<file path="src/rtl/spi_responder_pkg.sv">
// Shared types and constants for the SPI responder shift engine and its
// synchroniser sub-block.
package spi_responder_pkg;

  typedef enum logic [1:0] {
    SPI_MODE0 = 2'd0,
    SPI_MODE1 = 2'd1,
    SPI_MODE2 = 2'd2,
    SPI_MODE3 = 2'd3
  } spi_mode_t;

  typedef enum logic [1:0] {
    ST_IDLE  = 2'd0,
    ST_SHIFT = 2'd1,
    ST_HOLD  = 2'd2
  } spi_state_t;

  localparam spi_mode_t SUPPORTED_MODE      = SPI_MODE0;
  localparam int        DEFAULT_FRAME_BITS  = 32;
  localparam int        DEFAULT_SYNC_STAGES = 2;

endpackage

</file>
<file path="src/rtl/spi_edge_sync.sv">
// Multi-flop synchroniser for one asynchronous SPI line, with single-cycle
// rise/fall pulses derived from the synchronised level.
module spi_edge_sync
  import spi_responder_pkg::*;
#(
  parameter int   SyncStages = DEFAULT_SYNC_STAGES,
  parameter logic ResetVal   = 1'b0
) (
  input  logic i_clock,
  input  logic i_reset,
  input  logic i_async,
  output logic o_level,
  output logic o_rise,
  output logic o_fall
);

  logic [SyncStages-1:0] r_sync;
  logic                  r_prev;

  // Synchroniser chain plus one-cycle-delayed copy for edge detection.
  always_ff @(posedge i_clock) begin
    if (i_reset) begin
      r_sync <= {SyncStages{ResetVal}};
      r_prev <= ResetVal;
    end else begin
      r_sync <= {r_sync[SyncStages-2:0], i_async};
      r_prev <= r_sync[SyncStages-1];
    end
  end

  assign o_level = r_sync[SyncStages-1];
  assign o_rise  = r_sync[SyncStages-1] & ~r_prev;
  assign o_fall  = ~r_sync[SyncStages-1] & r_prev;

endmodule

</file>
<file path="src/rtl/spi_responder.sv">
// SPI mode-0 responder: captures one FrameBits command word from MOSI and
// shifts a pre-loaded response word out on MISO, all oversampled on i_clock.
module spi_responder
  import spi_responder_pkg::*;
#(
  parameter int FrameBits  = DEFAULT_FRAME_BITS,
  parameter int SyncStages = DEFAULT_SYNC_STAGES
) (
  input  logic                 i_clock,
  input  logic                 i_reset,
  input  logic                 i_sclk,
  input  logic                 i_cs_n,
  input  logic                 i_mosi,
  output logic                 o_miso,
  output logic [FrameBits-1:0] o_rx_data,
  output logic                 o_rx_valid,
  output logic                 o_rx_abort,
  input  logic [FrameBits-1:0] i_tx_data,
  input  logic                 i_tx_valid,
  output logic                 o_tx_ready,
  output logic                 o_tx_underrun
);

  localparam int CNT_W    = $clog2(FrameBits + 1);
  localparam int SETTLE_W = $clog2(SyncStages + 1);

  logic w_sclk_rise, w_sclk_fall, w_unused_sclk_level;
  logic w_cs_level, w_cs_rise, w_cs_fall;
  logic w_mosi, w_tx_fire, w_settled;

  logic [SyncStages-1:0] r_mosi_sync;
  spi_state_t            r_state;
  logic [FrameBits-1:0]  r_rx_shreg, r_tx_shreg, r_tx_buf, r_rx_data;
  logic [CNT_W-1:0]      r_bit_cnt;
  logic [SETTLE_W-1:0]   r_settle;
  logic                  r_miso, r_rx_valid, r_rx_abort, r_tx_underrun, r_tx_ready;

  spi_edge_sync #(.SyncStages(SyncStages), .ResetVal(1'b0)) u_sclk_sync (
    .i_clock (i_clock),
    .i_reset (i_reset),
    .i_async (i_sclk),
    .o_level (w_unused_sclk_level),
    .o_rise  (w_sclk_rise),
    .o_fall  (w_sclk_fall)
  );

  spi_edge_sync #(.SyncStages(SyncStages), .ResetVal(1'b1)) u_cs_sync (
    .i_clock (i_clock),
    .i_reset (i_reset),
    .i_async (i_cs_n),
    .o_level (w_cs_level),
    .o_rise  (w_cs_rise),
    .o_fall  (w_cs_fall)
  );

  // MOSI needs the same latency as sclk but no edge detection.
  always_ff @(posedge i_clock) begin
    if (i_reset) begin
      r_mosi_sync <= {SyncStages{1'b0}};
    end else begin
      r_mosi_sync <= {r_mosi_sync[SyncStages-2:0], i_mosi};
    end
  end

  assign w_mosi    = r_mosi_sync[SyncStages-1];
  assign w_tx_fire = i_tx_valid & r_tx_ready;
  // The cs_n chain holds its reset value until real samples have flushed through.
  assign w_settled = (r_settle == SETTLE_W'(SyncStages));

  // Frame FSM, tx holding buffer and all registered outputs.
  always_ff @(posedge i_clock) begin
    if (i_reset) begin
      r_state       <= ST_HOLD;
      r_rx_shreg    <= {FrameBits{1'b0}};
      r_tx_shreg    <= {FrameBits{1'b0}};
      r_tx_buf      <= {FrameBits{1'b0}};
      r_rx_data     <= {FrameBits{1'b0}};
      r_bit_cnt     <= {CNT_W{1'b0}};
      r_settle      <= {SETTLE_W{1'b0}};
      r_miso        <= 1'b0;
      r_rx_valid    <= 1'b0;
      r_rx_abort    <= 1'b0;
      r_tx_underrun <= 1'b0;
      r_tx_ready    <= 1'b1;
    end else begin
      r_rx_valid    <= 1'b0;
      r_rx_abort    <= 1'b0;
      r_tx_underrun <= 1'b0;
      if (!w_settled) begin
        r_settle <= r_settle + SETTLE_W'(1);
      end
      if (w_tx_fire) begin
        r_tx_buf   <= i_tx_data;
        r_tx_ready <= 1'b0;
      end
      case (r_state)
        ST_IDLE: begin
          r_miso <= 1'b0;
          if (w_cs_fall) begin
            // No bypass: a same-cycle write only lands in the buffer for the next frame.
            r_state       <= ST_SHIFT;
            r_bit_cnt     <= {CNT_W{1'b0}};
            r_tx_shreg    <= r_tx_ready ? {FrameBits{1'b0}} : r_tx_buf;
            r_miso        <= r_tx_ready ? 1'b0 : r_tx_buf[FrameBits-1];
            r_tx_underrun <= r_tx_ready;
            r_tx_ready    <= ~w_tx_fire;
          end
        end
        ST_SHIFT: begin
          if (w_cs_rise) begin
            r_state    <= ST_IDLE;
            r_miso     <= 1'b0;
            r_rx_abort <= 1'b1;
          end else if (w_sclk_rise) begin
            r_rx_shreg <= {r_rx_shreg[FrameBits-2:0], w_mosi};
            r_bit_cnt  <= r_bit_cnt + CNT_W'(1);
            if (r_bit_cnt == CNT_W'(FrameBits - 1)) begin
              r_rx_data  <= {r_rx_shreg[FrameBits-2:0], w_mosi};
              r_rx_valid <= 1'b1;
              r_state    <= ST_HOLD;
              r_miso     <= 1'b0;
            end
          end else if (w_sclk_fall) begin
            r_tx_shreg <= {r_tx_shreg[FrameBits-2:0], 1'b0};
            r_miso     <= r_tx_shreg[FrameBits-2];
          end
        end
        ST_HOLD: begin
          r_miso <= 1'b0;
          if (w_settled && w_cs_level) begin
            r_state <= ST_IDLE;
          end
        end
        default: begin
          r_state <= ST_HOLD;
          r_miso  <= 1'b0;
        end
      endcase
    end
  end

  assign o_miso        = r_miso;
  assign o_rx_data     = r_rx_data;
  assign o_rx_valid    = r_rx_valid;
  assign o_rx_abort    = r_rx_abort;
  assign o_tx_ready    = r_tx_ready;
  assign o_tx_underrun = r_tx_underrun;

endmodule

</file>
<file path="config.mk">
export PLATFORM = sky130hd
export DESIGN_NAME = spi_responder
export DESIGN_NICKNAME = d
export VERILOG_FILES = /design/src/rtl/spi_responder_pkg.sv /design/src/rtl/spi_edge_sync.sv /design/src/rtl/spi_responder.sv
export SDC_FILE = /design/constraint.sdc
export NUM_CORES = 1
export LEC_CHECK = 0
export CAP_MARGIN = 40
export CORE_UTILIZATION = 50
export CTS_BUF_LIST = sky130_fd_sc_hd__clkbuf_8
export CTS_CLUSTER_DIAMETER = 30
export DETAILED_ROUTE_END_ITERATION = 16
export PLACE_DENSITY = 0.82
export REMOVE_ABC_BUFFERS = 1
export SKIP_CTS_REPAIR_TIMING = 1
export SKIP_LAST_GASP = 1
export SYNTH_ARGS = -nofsm -noshare
export SYNTH_HDL_FRONTEND = slang
export SYNTH_SLANG_ARGS = --single-unit
export TNS_END_PERCENT = 50
</file>
<file path="constraint.sdc">
create_clock -name i_clock -period 2.3 [get_ports i_clock]
set_clock_uncertainty 0.15 [all_clocks]
set_input_delay 0.46 -clock i_clock [delete_from_list [all_inputs] [get_ports i_clock]]
set_output_delay 0.46 -clock i_clock [all_outputs]
set_load 0.05 [all_outputs]
</file>
==> results.json <==
{
  "via_count": 4543,
  "ys_types": 44,
  "slowest_delay_ns": 0.83,
  "crit_family": "buffers and inverters",
  "vdd_drop_max_v": 0.000450,
  "p_total_mw": 5.11,
  "clk_pin_slew_ns": 0.08,
  "n_fill_cell": 875,
  "drt-wirelength-per-cell_um": 13.9,
  "startpoint_type": "register",
  "globalRouteOverflowTotal": 0,
  "avgSynthCellArea_um2": 9.19,
  "p_leak_nw": 2.37,
  "antenna_found_initial": 0,
  "critPathCaptureType": "primary output",
  "port_buffers": 74,
  "dp_hpwl_um": 7520,
  "hp-class": "register to register",
  "cpMaxStageDelayCell": "clkdlybuf4s50_1",
  "root_buffer": "clkbuf_8",
  "setup_violations": 0,
  "path_buf_inv": 1,
  "grt_pass1_vias": 4300,
  "final_nets": 718,
  "cp_cell_sequence": "clkdlybuf4s50_1",
  "worstPathArrival_ns": 1.64,
  "cts_tree": "built",
  "htreeDepth": 4,
  "clockBufferDepth": 2,
  "area_delta_synth_final_pct": 21.0,
  "yosysWarningCount": 0,
  "syn-instance-count": 624,
  "final_common_cell": "dfxtp_1",
  "drcViolationCount": 0,
  "grt_max_degree": 64,
  "syn_area_um2": 5730,
  "core_um2": 11000,
  "critPathMaxFanout": 2,
  "start_util_pct": 52.2,
  "drt_pass1_iterations": 5,
  "die_area_um2": 11900,
  "vias_per_cell": 5.47,
  "maxCapViolCount": 0,
  "hold_viol_final": 0,
  "rsz0062_at_grt": "no",
  "worst_pin_slew_ns": 0.729,
  "pin_count": 75,
  "numClockSinks": 149,
  "ys_ff_latch": 149,
  "cts-buffers-inserted": 17,
  "die_y_um": 109,
  "worstPathRequired_ns": 1.69,
  "instances_no_fill": 831,
  "cellPowerDensity_nw_per_um2": 737,
  "grt_usage_pct": 20.7,
  "rows": 38,
  "grt_pass1_wl_um": 19500,
  "post-route-min-period_ns": 2.25,
  "max_slew_margin_pct": 51.3,
  "chipWidth_um": 109,
  "clock_latency_ns": 0.44,
  "drv_slew": 0,
  "antenna_cells": 0,
  "wl_um": 11600,
  "status": "complete, no violations",
  "seq_area_frac_synth_pct": 52.0,
  "ant_nets": 0,
  "dp_cells": 799,
  "critical_path_class": "register to primary output",
  "fmax_mhz": 445,
  "layout_common_cells": "dfxtp_1, nand2_1, a21oi_1, clkdlybuf4s50_1, nor2_1",
  "drt-initial-drc-count": 280,
  "finalCritPeriodShare_pct": 97.7,
  "gp_congestion": 0.712,
  "drive_gt1_share_pct": 12.4
}
==> where the power goes <==
| group | switching, mW | total (mW) | internal (mW) | leakage [nW] |
|---|---|---|---|---|
| Combinational | 0.215 | 0.399 | 0.184 | 0.967 |
| Clock | 1.08 | 1.98 | 0.905 | 0.200 |
| Sequential | 0.0666 | 2.73 | 2.66 | 1.21 |
| Total | 1.36 | 5.11 | 3.75 | 2.37 |
==> cells in the mapped netlist (all sizes together) <==
library cell | number | area, um^2
nor2 | 36 | 135
or3b | 1 | 11.3
a21oi | 96 | 484
nand4 | 3 | 18.8
buf | 22 | 139
o41ai | 1 | 8.76
and4b | 1 | 10.0
or3 | 4 | 25.0
and3b | 1 | 8.76
o21a | 1 | 7.51
o21ai | 3 | 15.0
a41o | 1 | 10.0
nand3 | 3 | 15.0
a31oi | 3 | 40.0
xnor2 | 1 | 8.76
inv | 3 | 11.3
nand4b | 2 | 17.5
a22o | 31 | 272
a211oi | 30 | 375
dfxtp | 149 | 2980
nor4b | 1 | 15.0
xor2 | 1 | 8.76
nand2 | 136 | 510
ha | 2 | 25.0
mux2i | 5 | 50.1
nor3b | 33 | 248
or2 | 3 | 18.8
nor2b | 8 | 52.6
and2 | 2 | 12.5
nor3 | 3 | 20.0
or4bb | 1 | 11.3
clkbuf | 29 | 109
and3 | 4 | 25.0
o221ai | 1 | 8.76
nand4bb | 1 | 11.3
nand2b | 2 | 12.5
==> area by class of cell <==
cell class	instances	area [um^2]	area share, %
Tap cell	140	175	2.52
Sequential cell	149	2980	43.0
Multi-Input combinational cell	421	2500	36.1
Clock inverter	15	158	2.27
Inverter	3	11.3	0.162
Timing Repair Buffer	86	876	12.6
Clock buffer	17	234	3.37
==> flip-flops by register name (all words and copies together), names as in the netlist, 2 cells and up <==
register / cells
r_bit_cnt: 6
r_tx_shreg: 31
u_sclk_sync.r_sync: 2
r_settle: 2
r_tx_buf: 32
u_cs_sync.r_sync: 2
r_rx_shreg: 31
o_rx_data: 32
r_mosi_sync: 2
r_state: 2
==> per-layer routing <==
| layer | track usage, % | part of all wire, % | vias to the layer above |
|---|---|---|---|
| met4 | 6.08 | 0.49 | 0 |
| met5 | 0 | 0 | - |
| met1 | 25.6 | 43 | 2139 |
| met3 | 4.18 | 5.3 | 6 |
| met2 | 36.0 | 51 | 133 |
| li1 | - | - | 2265 |
==> worst register-to-register path, delay by kind of cell (launching register included) <==
family	cells	cell delay [ns]
AO/OA/AOI/OAI	1	0.17
buffers and inverters	1	0.31
flip-flops	1	0.41
multiplexers	1	0.27
AND/OR/NAND/NOR	2	0.52
==> through the flow <==
step | setup slack [ns] | area, um^2 | util (%) | hold slack, ns | setup TNS [ns]
floorplan | -2.23 | 5490 | - | 0.239 | -121.15
global placement | 0.472 | 6550 | 59.6 | 0.245 | 0
detailed placement | 0.377 | 6550 | 59.6 | 0.243 | 0
CTS | 0.0309 | 6940 | 63.2 | 0.269 | 0
global route | 0.00850 | 6940 | 63.2 | 0.284 | 0
finish | 0.0527 | 6940 | 63.2 | 0.266 | 0
==> cell families (layout without fill, tap and decap cells) <==
| family | count (synthesis) | in the layout | synth area share [%] |
|---|---|---|---|
| and+or+nand+nor | 245 | 245 | 20.6 |
| AOI/OAI and AO/OA | 167 | 167 | 21.3 |
| DFF | 149 | 149 | 52.0 |
| buffers and inverters | 54 | 121 | 4.52 |
| muxes | 5 | 5 | 0.873 |
| adders and majority gates | 2 | 2 | 0.436 |
| xor gates and xnor gates | 2 | 2 | 0.306 |
==> worst paths after layout <==
kind,startpoint,endpoint,slack (ns),cells after the start
worst max register to register,r_state[0]$_SDFFE_PP0P_,r_tx_shreg[0]$_SDFFE_PP0P_,0.37,5
worst max-delay path,o_rx_data[31]$_SDFFE_PP0P_,o_rx_data[31],0.05,1
worst min-delay path,u_cs_sync.r_sync[0]$_SDFF_PP1_,u_cs_sync.r_sync[1]$_SDFF_PP1_,0.27,1
worst min register to register,u_cs_sync.r_sync[0]$_SDFF_PP1_,u_cs_sync.r_sync[1]$_SDFF_PP1_,0.27,1
Power figures use the tool's default switching activity.
